$ cat src/rtl/mac8_row_accumulator.sv
// mac8_row_accumulator
//
// Row dot-product engine that sits behind the 8-wide address counter. Every
// accepted beat carries 8 signed operand pairs. The pairs are multiplied lane
// by lane, the 8 products are reduced to one sum, and the sums are accumulated
// over ROW_BEATS beats. Each finished row is presented with its row index on a
// valid/ready output that supports full backpressure.
//
// Pipeline: P (products) -> S (lane sum) -> A (accumulate) -> output register.
// All stages advance together when adv = !out_valid || out_ready.
//
// Optional build macro:
//   MAC8_SATURATE_EN  When defined, an out-of-range accumulation clamps to the
//                     signed ACC_W limit and stays clamped until the next row.
//                     When undefined, the accumulator wraps modulo 2^ACC_W.
//                     ovf is set in both builds.
//
// Ports:
//   clk          rising-edge clock
//   reset        asynchronous, active-low reset
//   in_valid     a_data/b_data hold one beat
//   in_ready     beat is taken when in_valid && in_ready
//   a_data       lane k in bits [k*DATA_W +: DATA_W], signed
//   b_data       same packing as a_data
//   out_valid    out_data holds a finished row sum
//   out_ready    consumer takes the row when out_valid && out_ready
//   out_data     signed row dot-product
//   out_row_idx  index of the row in out_data, wraps modulo 2^ROW_IDX_W
//   ovf          sticky: an accumulation left the signed ACC_W range

module mac8_row_accumulator #(
  parameter int unsigned DATA_W    = 8,
  parameter int unsigned ACC_W     = 32,
  parameter int unsigned ROW_BEATS = 16,
  parameter int unsigned ROW_IDX_W = 7
) (
  input  logic                       clk,
  input  logic                       reset,
  input  logic                       in_valid,
  output logic                       in_ready,
  input  logic [8*DATA_W-1:0]        a_data,
  input  logic [8*DATA_W-1:0]        b_data,
  output logic                       out_valid,
  input  logic                       out_ready,
  output logic signed [ACC_W-1:0]    out_data,
  output logic [ROW_IDX_W-1:0]       out_row_idx,
  output logic                       ovf
);

  localparam int          Lanes = 8;
  localparam int unsigned ProdW = 2 * DATA_W;
  localparam int unsigned SumW  = ProdW + 3;
  // Wide enough to hold acc + sum without losing the true value.
  localparam int unsigned FullW = ((ACC_W > SumW) ? ACC_W : SumW) + 1;
  localparam int unsigned BeatW = (ROW_BEATS > 1) ? $clog2(ROW_BEATS) : 1;

  localparam logic [BeatW-1:0] LastBeat = BeatW'(ROW_BEATS - 1);

  localparam logic signed [ACC_W-1:0] AccMax = {1'b0, {(ACC_W-1){1'b1}}};
  localparam logic signed [ACC_W-1:0] AccMin = {1'b1, {(ACC_W-1){1'b0}}};
  localparam logic signed [FullW-1:0] AccMaxFull =
      {{(FullW-ACC_W+1){1'b0}}, {(ACC_W-1){1'b1}}};
  localparam logic signed [FullW-1:0] AccMinFull =
      {{(FullW-ACC_W+1){1'b1}}, {(ACC_W-1){1'b0}}};

  logic adv;
  logic accept;

  assign adv      = !out_valid || out_ready;
  assign in_ready = adv;
  assign accept   = in_valid && adv;

  // Beat position within the current row.
  logic [BeatW-1:0] beat_q;

  always_ff @(posedge clk or negedge reset) begin
    if (!reset) begin
      beat_q <= '0;
    end else if (accept) begin
      beat_q <= (beat_q == LastBeat) ? '0 : beat_q + BeatW'(1);
    end
  end

  // Stage P: lane products.
  logic signed [ProdW-1:0] a_ext  [Lanes];
  logic signed [ProdW-1:0] b_ext  [Lanes];
  logic signed [ProdW-1:0] prod_d [Lanes];
  logic signed [ProdW-1:0] prod_q [Lanes];
  logic                    vp_q;
  logic                    first_p_q;
  logic                    last_p_q;

  always_comb begin
    for (int k = 0; k < Lanes; k++) begin
      a_ext[k]  = {{DATA_W{a_data[k*DATA_W + DATA_W - 1]}}, a_data[k*DATA_W +: DATA_W]};
      b_ext[k]  = {{DATA_W{b_data[k*DATA_W + DATA_W - 1]}}, b_data[k*DATA_W +: DATA_W]};
      // Operands are sign-extended to ProdW, so the low ProdW bits are exact.
      prod_d[k] = a_ext[k] * b_ext[k];
    end
  end

  always_ff @(posedge clk or negedge reset) begin
    if (!reset) begin
      vp_q      <= 1'b0;
      first_p_q <= 1'b0;
      last_p_q  <= 1'b0;
      for (int k = 0; k < Lanes; k++) begin
        prod_q[k] <= '0;
      end
    end else if (adv) begin
      vp_q      <= in_valid;
      first_p_q <= (beat_q == '0);
      last_p_q  <= (beat_q == LastBeat);
      if (in_valid) begin
        for (int k = 0; k < Lanes; k++) begin
          prod_q[k] <= prod_d[k];
        end
      end
    end
  end

  // Stage S: reduce the 8 products; 3 guard bits cover the 8-way sum.
  logic signed [SumW-1:0] sum_d;
  logic signed [SumW-1:0] sum_q;
  logic                   vs_q;
  logic                   first_s_q;
  logic                   last_s_q;

  always_comb begin
    sum_d = '0;
    for (int k = 0; k < Lanes; k++) begin
      sum_d = sum_d + {{3{prod_q[k][ProdW-1]}}, prod_q[k]};
    end
  end

  always_ff @(posedge clk or negedge reset) begin
    if (!reset) begin
      vs_q      <= 1'b0;
      first_s_q <= 1'b0;
      last_s_q  <= 1'b0;
      sum_q     <= '0;
    end else if (adv) begin
      vs_q      <= vp_q;
      first_s_q <= first_p_q;
      last_s_q  <= last_p_q;
      if (vp_q) begin
        sum_q <= sum_d;
      end
    end
  end

  // Stage A: accumulate with range check on the full-precision sum.
  logic signed [FullW-1:0] acc_ext;
  logic signed [FullW-1:0] sum_ext;
  logic signed [FullW-1:0] full_sum;
  logic                    over_hi;
  logic                    over_lo;
  logic signed [ACC_W-1:0] acc_d;
  logic signed [ACC_W-1:0] acc_q;
  logic                    va_q;
  logic                    last_a_q;
  logic                    ovf_q;
`ifdef MAC8_SATURATE_EN
  logic                    sat_d;
  logic                    sat_q;
`endif

  always_comb begin
    acc_ext = {{(FullW-ACC_W){acc_q[ACC_W-1]}}, acc_q};
    if (first_s_q) begin
      acc_ext = '0;
    end
    sum_ext  = {{(FullW-SumW){sum_q[SumW-1]}}, sum_q};
    full_sum = acc_ext + sum_ext;
    over_hi  = full_sum > AccMaxFull;
    over_lo  = full_sum < AccMinFull;
    acc_d    = full_sum[ACC_W-1:0];
`ifdef MAC8_SATURATE_EN
    sat_d = sat_q;
    if (sat_q && !first_s_q) begin
      // Once clamped, the row result stays pinned at the limit.
      acc_d = acc_q;
    end else if (over_hi) begin
      acc_d = AccMax;
      sat_d = 1'b1;
    end else if (over_lo) begin
      acc_d = AccMin;
      sat_d = 1'b1;
    end else begin
      sat_d = 1'b0;
    end
`endif
  end

  always_ff @(posedge clk or negedge reset) begin
    if (!reset) begin
      va_q     <= 1'b0;
      last_a_q <= 1'b0;
      acc_q    <= '0;
      ovf_q    <= 1'b0;
`ifdef MAC8_SATURATE_EN
      sat_q    <= 1'b0;
`endif
    end else if (adv) begin
      va_q     <= vs_q;
      last_a_q <= last_s_q;
      if (vs_q) begin
        acc_q <= acc_d;
        ovf_q <= ovf_q | over_hi | over_lo;
`ifdef MAC8_SATURATE_EN
        sat_q <= sat_d;
`endif
      end
    end
  end

  assign ovf = ovf_q;

  // Output register: a completing row overwrites even during a handshake.
  logic [ROW_IDX_W-1:0] row_q;

  always_ff @(posedge clk or negedge reset) begin
    if (!reset) begin
      out_valid   <= 1'b0;
      out_data    <= '0;
      out_row_idx <= '0;
      row_q       <= '0;
    end else if (adv) begin
      if (va_q && last_a_q) begin
        out_valid   <= 1'b1;
        out_data    <= acc_q;
        out_row_idx <= row_q;
        row_q       <= row_q + ROW_IDX_W'(1);
      end else begin
        out_valid   <= 1'b0;
      end
    end
  end

endmodule

$ cat config.mk
export PLATFORM = sky130hd
export DESIGN_NAME = mac8_row_accumulator
export DESIGN_NICKNAME = d
export VERILOG_FILES = /design/src/rtl/mac8_row_accumulator.sv
export SDC_FILE = /design/constraint.sdc
export NUM_CORES = 2
export LEC_CHECK = 0
export CAP_MARGIN = 25
export CELL_PAD_IN_SITES_DETAIL_PLACEMENT = 2
export CELL_PAD_IN_SITES_GLOBAL_PLACEMENT = 2
export CORE_ASPECT_RATIO = 1.5
export CORE_MARGIN = 4
export CORE_UTILIZATION = 40
export CTS_BUF_LIST = sky130_fd_sc_hd__clkbuf_16
export CTS_CLUSTER_SIZE = 24
export DETAILED_ROUTE_END_ITERATION = 10
export PLACE_DENSITY_LB_ADDON = 0.2
export SLEW_MARGIN = 20
export SYNTH_ARGS = -nofsm -noshare
export SYNTH_HDL_FRONTEND = slang
export SYNTH_SLANG_ARGS = --single-unit
$ cat constraint.sdc
create_clock -name clk -period 6.2 [get_ports clk]
set_input_delay 0.62 -clock clk [delete_from_list [all_inputs] [get_ports clk]]
set_output_delay 0.62 -clock clk [all_outputs]
set_load 0.1 [all_outputs]
# Word-level counts from Yosys, hierarchy flattened
# Cells that the tools add are included.
classes:
  addsub: 10
  n_div: 0
  magnitude_cmp: 2
  reduce_logical: 9
  shift: 0
  bitwise: 2
  muxes: 3
  multipliers: 8
  n_eq_ne: 1
op_table:
  columns: ["op", "n"]
  rows:
  - ["$mul A8 B8 Y16", 8]
  - ["$add A19 B19 Y19", 4]
  - ["$add A33 B19 Y33", 1]
  - ["$gt A33 B32 Y1 const B", 1]
  - ["$lt A33 B32 Y1 const B", 1]
  - ["$mux W33", 1]
  - ["$add A18 B16 Y19", 1]
  - ["$add A17 B16 Y18", 1]
  - ["$add A16 B16 Y17", 1]
  - ["$reduce_and A2 Y1", 4]
  - ["$add A7 B1 Y7 const B", 1]
  - ["$add A4 B1 Y4 const B", 1]
  - ["$eq A4 B4 Y1 const B", 1]
  - ["$logic_not A4 Y1", 1]
  - ["$mux W4", 1]
  - ["$logic_and A1 B1 Y1", 2]
  - ["$or A1 B1 Y1", 2]
  - ["$logic_not A1 Y1", 1]
  - ["$logic_or A1 B1 Y1", 1]
  - ["$mux W1", 1]
word_totals:
  memories: 0
  mem_bits_ro: 0
  latchBits: 0
  word_cells: 59
  ram_bits: 0
  reg_bits: 239
  out_inout_bits: 42
  in_bits: 132

# Longest topological paths before layout
logic_depth:
  word_depth: 7
  depth_mapped: 18

# Worst setup path before layout
# Ideal clock, no wire load.
synth_path:
  kind: "register to register"
  from: "reg prod_q[51] in the netlist's numbering"
  to: "reg sum_q[15]"
  path_stages_with_launch: 16
  arrival_ns: 4.405
  synth_period_minus_slack_ns: 4.540
  path_buffers: 0
  slack_ns: 1.660
  cell_sequence: "dfrtp_1 fa_1 inv_1 fa_1 fa_1 inv_1 fa_1 ha_1 a21o_1 a21o_1 a2111oi_0 o21ai_0 a311o_1 a21oi_1 xor2_1 o21ai_0"
synth_via:
  elab_chain_len: 4
synth_lines:
  columns: ["element", "line", "source"]
  rows:
  - ["start: declaration", "88", "logic signed [ProdW-1:0] prod_q [Lanes];"]
  - ["start signal: indexed assignment", "116", "prod_q[k] <= prod_d[k];"]
  - ["$add A19 B19 Y19 (4 in series)", "132", "sum_d = sum_d + {{3{prod_q[k][ProdW-1]}}, prod_q[k]};"]
  - ["end signal: assignment", "147", "sum_q <= sum_d;"]
  - ["end: declaration", "124", "logic signed [SumW-1:0] sum_q;"]
# Every way passes these cells.
# A chain may end at the register's enable or synchronous reset.

# Worst setup path in the final report
# Same ends and word-level chain as after synthesis.

==> reports/metrics.yaml <==
run_status:
  outcome: "completed"
layout:
  n_fill_cell: 8884
  antenna_cells: 0
  drive_gt1_share_pct: 3.05
  postLayoutCellArea_sq_mm: 0.0371
  final_nets: 4647
  multiInputGateArea_sq_mm: 0.0243
  syn_to_final_growth_pct: 11.7
  regArea_sq_mm: 0.00598
clock_tree:
  clk_path_buf_depth: 3
  cts_max_level: 1
  cts_setup_buffers: 0
  numCtsBuffers: 27
  clkLatencyLatePin_ns: 0.56
  path_clk_slew_ns: 0.06
  cts_sinks: 239
  hold_buffers: 0
  cts-resized-gates: 0
  cts_tree: "yes"
  cts_root_buffer: "clkbuf_16"
sta:
  fmax_mhz: 188
  rsz0062_at_grt: "no"
  min_period_over_period_pct: 85.6
  setup_viol: 0
  drv_slew: 0
  hold_viol: 0
  setup_tns_ns: 0
  slew_headroom_pct: 31.8
  fin_skew_ns: 0.0226
  fin_crit_ns: 5.31
  tightest_slew_ns: 1.02
setup_path:
  path_cells: "fa_1, inv_1, fa_1, fa_1, inv_1, fa_1, ha_1, a21o_1, a21o_1, a2111oi_0, o21ai_0, a311o_1, a21oi_1, xor2_1, o21ai_0"
  end_kind: "register"
  cp_common_cell: "fa_1"
  startpoint_type: "register"
  critical_path_class: "register to register"
  cp_data_arrival_time_ns: 5.72
  crit_required_ns: 6.61
  cpPeakStageDelay_ns: 0.60
  crit_fanout: 4
  cpMaxStageDelayCell: "a2111oi_0"
floorplanning:
  dieArea_sq_mm: 0.0877
  core_area_sq_mm: 0.0823
  initial_utilization_pct: 40.3
  ios: 174
  num_rows: 129
  die_h_microns: 361
  die_w_microns: 243
route:
  via_per_inst: 5.19
  dr.pass1.iters: 4
  ant_nets: 0
  drtIter0Drc: 759
  drcViolationCount: 0
  wl_microns: 95600
  drt-wirelength-per-cell_microns: 20.1
  num_vias: 24700
global_route:
  globalRouteTotalUtil_pct: 22.2
  gr-total-overflow: 0
  grt_max_degree: 144
  grt_pass1_wl_microns: 158000
  grt_pass1_vias: 29700
  antenna_found_initial: 0
synth:
  synth-seq-cells: 239
  avgSynthCellArea_sq_um: 9.38
  synth.area.top_cells: "fa_1, dfrtp_1, ha_1"
  ys_seq_area_share_pct: 18.0
  synthesis.nets: 4495
  synth_top_cell_area_share_pct: 32.6
  syn_area_sq_mm: 0.0332
  synthCells: 3537
  yosysTopAreaCell: "fa_1"
  ys.flop_type: "dfrtp_1"
  synth_edf_count: 0
  yosysWarnings: 0
  async_flop_share_pct: 100
  synth.distinct_cells: 59
place:
  routabilityCongestion: 0.819
  hpwl_microns: 80700
  io_buffers: 173
  place_area_sq_mm: 0.0361
flow_run:
  cap_violations: 0
hold_path:
  hold_class: "primary input to asynchronous set/reset pin"
[placed cells by master (no fill, tap or decap), drive strengths merged, types with 6 or more instances in the layout]
cell           synthesis  routed
xor2                  42      42
bufinv                 0       7
o31ai                 33      33
and2                 305     305
nor3                  40      40
clkdlybuf4s50          0     172
a21oi                 74      74
ha                   286     286
dfrtp                239     239
clkinv                 0       8
nand2                421     421
a21o                  26      26
nand2b                43      43
nor2                  84      84
nand3                 38      38
a2111oi                6       6
clkbuf                55      27
a211oi                19      19
fa                   540     540
o21a                  23      23
o211ai                18      18
mux2                  48      48
a211o                 12      12
o41ai                  9       9
a31oi                 13      13
and3                  16      16
buf                    4      10
a21boi                15      15
or3                   17      17
nand3b                 7       7
o21ai                179     179
nand4                 11      11
nor2b                 45      45
inv                  727     731
xnor2                102     102
[layout make-up]
class	count	area share, %
Clock buffer	27	1.82
Clock inverter	21	0.753
Inverter	727	7.36
Multi-Input combinational cell	2512	65.5
Sequential cell	239	16.1
Tap cell	1048	3.54
Timing Repair Buffer	182	4.94
[through the flow]
stage / setup WS [ns] / util [%] / std cells / hold WS (ns)
after floorplan: 1.66 / - / 3537 / 0.324
after global placement: 0.750 / 43.9 / 4708 / 0.450
after detailed placement: 0.643 / 43.9 / 4708 / 0.464
after CTS: 0.826 / 45.0 / 4756 / 0.120
after global routing: 0.615 / 45.0 / 4756 / 0.116
final: 0.893 / 45.0 / 4756 / 0.0614
[worst max-delay path, delay by kind of cell, from the launching register on]
family	cells	cell delay, ns
compound gates	7	1.94
xor+xnor	1	0.32
fa+ha+maj	5	2.34
buf+inv	2	0.14
flops	1	0.44
[synth_stat cells, types with 3 or more instances]
cell         n
or4_1        4
a21boi_0    15
and2_1     305
nor3b_1      4
fa_1       540
o31ai_1     33
nor2b_1     45
nor3_1      40
nand3_1     38
a31o_2       3
o21bai_1     4
nand3b_1     7
xnor2_1    102
nor2_1      84
nand2_1    421
buf_1        4
a211o_1     12
ha_1       286
or3_1       17
xor2_1      42
nand2b_1    43
a21o_1      26
a211oi_1    18
o21ai_0    178
inv_1      726
o41ai_1      9
mux2_2      48
and3_1      16
dfrtp_1    239
nand4_1     11
o21a_1      23
clkbuf_1    55
o211ai_1    18
a31oi_1     13
a21oi_1     74
a2111oi_0    4
[state kept, by name, indices dropped and copies added (netlist names)]
signal       count
prod_q         128
acc_q           32
out_data        32
sum_q           19
out_row_idx      7
row_q            7
beat_q           4
first_p_q        1
first_s_q        1
last_a_q         1
last_p_q         1
last_s_q         1
out_valid        1
ovf              1
va_q             1
vp_q             1
vs_q             1
[path summary, 6_finish.rpt]
check,slack (ns),to,depth (start not counted),from
worst max-delay path,0.89,sum_q[15]$_DFFE_PN0P_,15,prod_q[51]$_DFFE_PN0P_
worst min-delay path,0.06,out_data[23]$_DFFE_PN0P_,1,reset
worst max register to register,0.89,sum_q[15]$_DFFE_PN0P_,15,prod_q[51]$_DFFE_PN0P_
worst min register to register,0.48,va_q$_DFFE_PN0N_,2,va_q$_DFFE_PN0N_
max in group asynchronous,4.75,prod_q[127]$_DFFE_PN0P_,2,reset
min in group clk,0.48,va_q$_DFFE_PN0N_,2,va_q$_DFFE_PN0N_
[per-layer routing]
layer  track usage [%]  wire, microns  vias to the layer above
met5                 0              0                        -
met4              6.30           3230                        0
met3              1.50           1670                      142
met2              46.6          56600                      286
met1              23.1          34100                    13000
li1                  -              -                    11300
[logic make-up after synthesis]
logic type	after synthesis	synth area share [%]
AOI/OAI and AO/OA	449	8.51
xor gates and xnor gates	144	3.80
adders and majority gates	826	43.4
buffers and inverters	786	8.89
DFF	239	18.0
muxes	50	1.69
and+or+nand+nor	1043	15.7
Power is left out: the tool's default activity adds up to more than one toggle a clock period on the data nets, which glitch-free logic cannot reach.
